$ cat config.mk
export PLATFORM = sky130hd
export DESIGN_NAME = display_mux7seg
export DESIGN_NICKNAME = d
export VERILOG_FILES = /design/src/rtl/display_mux7seg.sv
export SDC_FILE = /design/constraint.sdc
export NUM_CORES = 1
export LEC_CHECK = 0
export ABC_AREA = 1
export CAP_MARGIN = 20
export CORE_ASPECT_RATIO = 0.6
export CORE_UTILIZATION = 55
export DETAILED_ROUTE_END_ITERATION = 6
export HOLD_SLACK_MARGIN = 0.03
export PLACE_DENSITY = 0.88
export SYNTH_ARGS = -nofsm -noshare
export SYNTH_HDL_FRONTEND = slang
export SYNTH_SLANG_ARGS = --single-unit
$ cat constraint.sdc
create_clock -name clk -period 2.6 [get_ports clk]
set_clock_uncertainty 0.15 [all_clocks]
set_input_delay 0.52 -clock clk [delete_from_list [all_inputs] [get_ports clk]]
set_output_delay 0.52 -clock clk [all_outputs]
set_load 0.1 [all_outputs]
$ cat src/rtl/display_mux7seg.sv
// rtl/display_mux7seg.sv - time-multiplexed common-anode seven-segment scan driver
module display_mux7seg #(
    parameter int N_DIGITS    = 4,
    parameter int REFRESH_DIV = 50000,
    parameter int BLINK_DIV   = 64
) (
    input  logic                    clk,
    input  logic                    reset,
    input  logic                    load,
    input  logic [4*N_DIGITS-1:0]   value,
    input  logic                    blank_lz,
    input  logic [N_DIGITS-1:0]     blink_en,
    output logic [6:0]              seg,
    output logic [N_DIGITS-1:0]     an,
    output logic                    frame_tick
);

    localparam int IDX_W = (N_DIGITS > 1) ? $clog2(N_DIGITS) : 1;
    localparam int DIV_W = (REFRESH_DIV > 1) ? $clog2(REFRESH_DIV) : 1;
    localparam int BLK_W = (BLINK_DIV > 1) ? $clog2(BLINK_DIV) : 1;

    localparam logic [IDX_W-1:0] IDX_LAST = IDX_W'(N_DIGITS - 1);
    localparam logic [DIV_W-1:0] DIV_LAST = DIV_W'(REFRESH_DIV - 1);
    localparam logic [BLK_W-1:0] BLK_LAST = BLK_W'(BLINK_DIV - 1);

    localparam logic [6:0] SEG_OFF = 7'b1111111;

    logic [4*N_DIGITS-1:0] shadow;
    logic [DIV_W-1:0]      div_cnt;
    logic [IDX_W-1:0]      idx;
    logic [BLK_W-1:0]      blink_cnt;
    logic                  blink_phase;

    logic                  advance;
    logic                  wrap;

    logic [3:0]            cur_digit;
    logic                  cur_blink;
    logic                  cur_lz;
    logic                  higher_zero;
    logic [N_DIGITS-1:0]   suppress_lz;
    logic [N_DIGITS-1:0]   an_next;
    logic                  suppress;

    // BCD to active-low {g,f,e,d,c,b,a}; non-decimal codes go dark
    function automatic logic [6:0] decode(input logic [3:0] d);
        case (d)
            4'd0:    decode = 7'b1000000;
            4'd1:    decode = 7'b1111001;
            4'd2:    decode = 7'b0100100;
            4'd3:    decode = 7'b0110000;
            4'd4:    decode = 7'b0011001;
            4'd5:    decode = 7'b0010010;
            4'd6:    decode = 7'b0000010;
            4'd7:    decode = 7'b1111000;
            4'd8:    decode = 7'b0000000;
            4'd9:    decode = 7'b0010000;
            default: decode = SEG_OFF;
        endcase
    endfunction

    assign advance = (div_cnt == DIV_LAST);
    assign wrap    = advance && (idx == IDX_LAST);

    // Shadow register: the display only ever reads this copy of value
    always_ff @(posedge clk or posedge reset) begin
        if (reset)
            shadow <= '0;
        else if (load)
            shadow <= value;
    end

    // Refresh divider sets the dwell time of each digit
    always_ff @(posedge clk or posedge reset) begin
        if (reset)
            div_cnt <= '0;
        else if (advance)
            div_cnt <= '0;
        else
            div_cnt <= div_cnt + 1'b1;
    end

    // Scan index steps once per dwell period and flags each frame wrap
    always_ff @(posedge clk or posedge reset) begin
        if (reset) begin
            idx        <= '0;
            frame_tick <= 1'b0;
        end else begin
            frame_tick <= wrap;
            if (wrap)
                idx <= '0;
            else if (advance)
                idx <= idx + 1'b1;
        end
    end

    // Blink phase flips every BLINK_DIV frames, always at a frame boundary
    always_ff @(posedge clk or posedge reset) begin
        if (reset) begin
            blink_cnt   <= '0;
            blink_phase <= 1'b0;
        end else if (wrap) begin
            if (blink_cnt == BLK_LAST) begin
                blink_cnt   <= '0;
                blink_phase <= ~blink_phase;
            end else begin
                blink_cnt <= blink_cnt + 1'b1;
            end
        end
    end

    // Select the current digit and work out whether it must be suppressed
    always_comb begin
        cur_digit   = 4'h0;
        cur_blink   = 1'b0;
        cur_lz      = 1'b0;
        higher_zero = 1'b1;
        suppress_lz = '0;
        an_next     = '1;
        // Walk from the most significant digit down; digit 0 always shows
        for (int i = N_DIGITS - 1; i >= 0; i--) begin
            higher_zero    = higher_zero && (shadow[4*i +: 4] == 4'h0);
            suppress_lz[i] = (i != 0) && higher_zero;
        end
        for (int i = 0; i < N_DIGITS; i++) begin
            if (idx == IDX_W'(i)) begin
                cur_digit  = shadow[4*i +: 4];
                cur_blink  = blink_en[i];
                cur_lz     = suppress_lz[i];
                an_next[i] = 1'b0;
            end
        end
        suppress = (blank_lz && cur_lz) || (cur_blink && blink_phase);
    end

    // Registered pin drivers, one cycle behind the scan index
    always_ff @(posedge clk or posedge reset) begin
        if (reset) begin
            seg <= SEG_OFF;
            an  <= '1;
        end else if (suppress) begin
            seg <= SEG_OFF;
            an  <= '1;
        end else begin
            seg <= decode(cur_digit);
            an  <= an_next;
        end
    end

endmodule

==> results_dict.tcl <==
set metrics [dict create \
    viasPerCell 5.20 \
    synth_seq_cells 53 \
    status "finished clean" \
    p_per_area_nw_per_um2 516 \
    critical_path.max_fanout 8 \
    syn-instance-count 346 \
    hold_viol_final 0 \
    dr_wl_met2_mm 2.33 \
    path_clk_slew_ns 0.09 \
    rows 19 \
    post-place-cells 439 \
    relSlewSlack_pct 66.3 \
    dpl_worst_slack_ns 0.392 \
    synth-edff-count 0 \
    p_leak_nw 1.61 \
    crit_top_cell "nand2_1" \
    post-cts-setup-buffers 0 \
    finalCritPeriodShare_pct 88.6 \
    seq_area_frac_synth_pct 47.5 \
    place_congestion 0.866 \
    peakVddDrop_uv 291 \
    syn-num-nets 381 \
    async_flop_share_pct 100 \
    initialDrtViolationCount 148 \
    cts_inserted_buffers 5 \
    grt_pass1_wl_mm 9.78 \
    io_pins 36 \
    hpwlAfterDp_mm 4.53 \
    post-synth-top-count-cell "nand2_1" \
    synth_cell_types 33 \
    syn_area_um2 2820 \
    finalInstanceArea_um2 3280 \
    holdWs_ns 0.314 \
    core_area_um2 4750 \
    drt_pass1_iterations 5 \
    cts_resized 0 \
    cts_tree "built" \
    min_path_type "flop to flop" \
    clock_latency_ns 0.30 \
    synth.area.top_cells "dfrtp_1 (37%), nand2_1 (12%), dfstp_2 (10%)" \
    die_area_um2 5430 \
    worstPathCellList "inv_1 > ha_1 > inv_2 > nand3_1 > nand2_1 > nand2_1 > nand2_1 > nand2_1 > inv_1 > ha_1 > nand3b_1 > nand3_1 > nand3_1" \
    cts.hold.buffers_added 0 \
    fin_nets 418 \
    slew_violations 0 \
    yosysTopAreaCellShare_pct 37.2 \
    fin_tns_setup_ns 0 \
    m1WireLength_mm 3.06 \
    ys.flop_type "dfrtp_1" \
    max_stage_delay_ns 0.41 \
    crit_arrival_ns 2.37 \
    critPathLaunchType "flop" \
    synth.top_cells.by_count "nand2_1 (94), inv_1 (46), dfrtp_1 (42)" \
    min_period_ns 2.30 \
    maxCapViolCount 0 \
    top_layer "met4" \
    ant_nets 0 \
    grtUsageTotal_pct 23.8 \
    vias 2324 \
    cp_slowest_cell "dfrtp_1" \
    place_area_um2 3200 \
    final_core_utilization_pct 68.9 \
    crit_required_ns 2.66 \
    layout_setup_ws_ns 0.295 \
    p_total_mw 1.69 \
    grt-ovfl-total 0 \
    wl_met3_um 352 \
    port_buffers 35 \
    route.detailed.drc 0 \
    fin_cells 447 \
    syn_area_per_cell_um2 8.16 \
    yosys.area.top_type "dfrtp_1" \
    antenna_found_initial 0 \
    clock-sinks 53 \
    cp-end-kind "flop" \
    wl_per_cell_um 13.0 \
    critPathKind "flop to flop" \
    initial_core_util_pct 59.4 \
    ys_warn_count 0 \
    drive_gt1_share_pct 14.6 \
    n_antenna_cell 0 \
    fp.dieH_um 57.5 \
    areaGrowthSynthToFinish_pct 16.0 \
    finalSetupViolCount 0 \
    cts-htree-levels 2 \
    grt_setup_unrepaired "false" \
    clock_path_buffers 2 \
    max_slew.worst_pin.slew_ns 0.504 \
    cts-root-buf "clkbuf_8" \
    die_w_um 94.5 \
    wirelength_mm 5.80 \
    grt_max_degree 22 \
    clock.fmax_mhz 434 \
    grt_pass1_vias 2089 \
]
-- area by class of cell --
| class | instances | area (um2) |
|---|---|---|
| repair buffers | 38 | 343 |
| flip-flops and latches | 53 | 1340 |
| inverters | 51 | 193 |
| multi-input cells | 234 | 1240 |
| fillers | 380 | 1480 |
| clock buffers | 8 | 80.1 |
| well taps | 63 | 78.8 |
-- worst max-delay path, delay by kind of cell (launching register included) --
kind	cells	cell delay, ns
DFF	1	0.41
and+or+nand+nor	8	0.80
adders and majority gates	2	0.55
buffers and inverters	3	0.31
-- kinds of logic after synthesis --
kind of cell / Yosys count / synth area share, %
muxes: 4 / 1.59
xor gates and xnor gates: 8 / 2.48
adders and majority gates: 11 / 4.87
buffers and inverters: 59 / 8.60
DFF: 53 / 47.5
AOI/OAI and AO/OA: 39 / 7.22
and+or+nand+nor: 172 / 27.8
-- flip-flops by register name, summed over array words and instances, names as in the netlist --
name,cells
shadow,16
seg,7
blink_cnt,6
idx,2
an,4
frame_tick,1
div_cnt,16
blink_phase,1
-- where the power goes --
part	leakage, nW	switching, mW	total [mW]	internal (mW)
Clock	0.0395	0.256	0.448	0.192
Sequential	0.657	0.0192	0.898	0.879
Combinational	0.918	0.245	0.345	0.100
Total	1.61	0.521	1.69	1.17
-- worst paths after layout --
path | startpoint | endpoint | slack, ns | cells after the start
worst max-delay path | idx[1] | seg[6] | 0.30 | 13
worst min-delay path | div_cnt[0] | div_cnt[0] | 0.31 | 1
min in group asynchronous | reset | blink_cnt[0] | 0.36 | 2
worst min register to register | div_cnt[0] | div_cnt[0] | 0.31 | 1
max in group asynchronous | reset | div_cnt[5] | 1.33 | 3
worst max register to register | idx[1] | seg[6] | 0.30 | 13
-- layout by cell type (no fill, tap or decap), types with 6 or more instances in the layout --
cell             instances
nand3_1                 31
o21ai_1                  7
ha_1                    11
o21ai_0                 20
xor2_1                   6
clkdlybuf4s50_1         23
nor2_1                  23
dfrtp_1                 42
inv_1                   45
dfstp_2                 11
nand2_1                 94
a21oi_1                  9
buf_4                   15
-- metal layers --
metal,vias up,GRT usage [%]
met3,12,4.93
met4,0,5.19
met2,92,33.1
met5,-,0
met1,1059,37.9
li1,1161,-
Note: power is estimated with default switching activity, not from simulation.
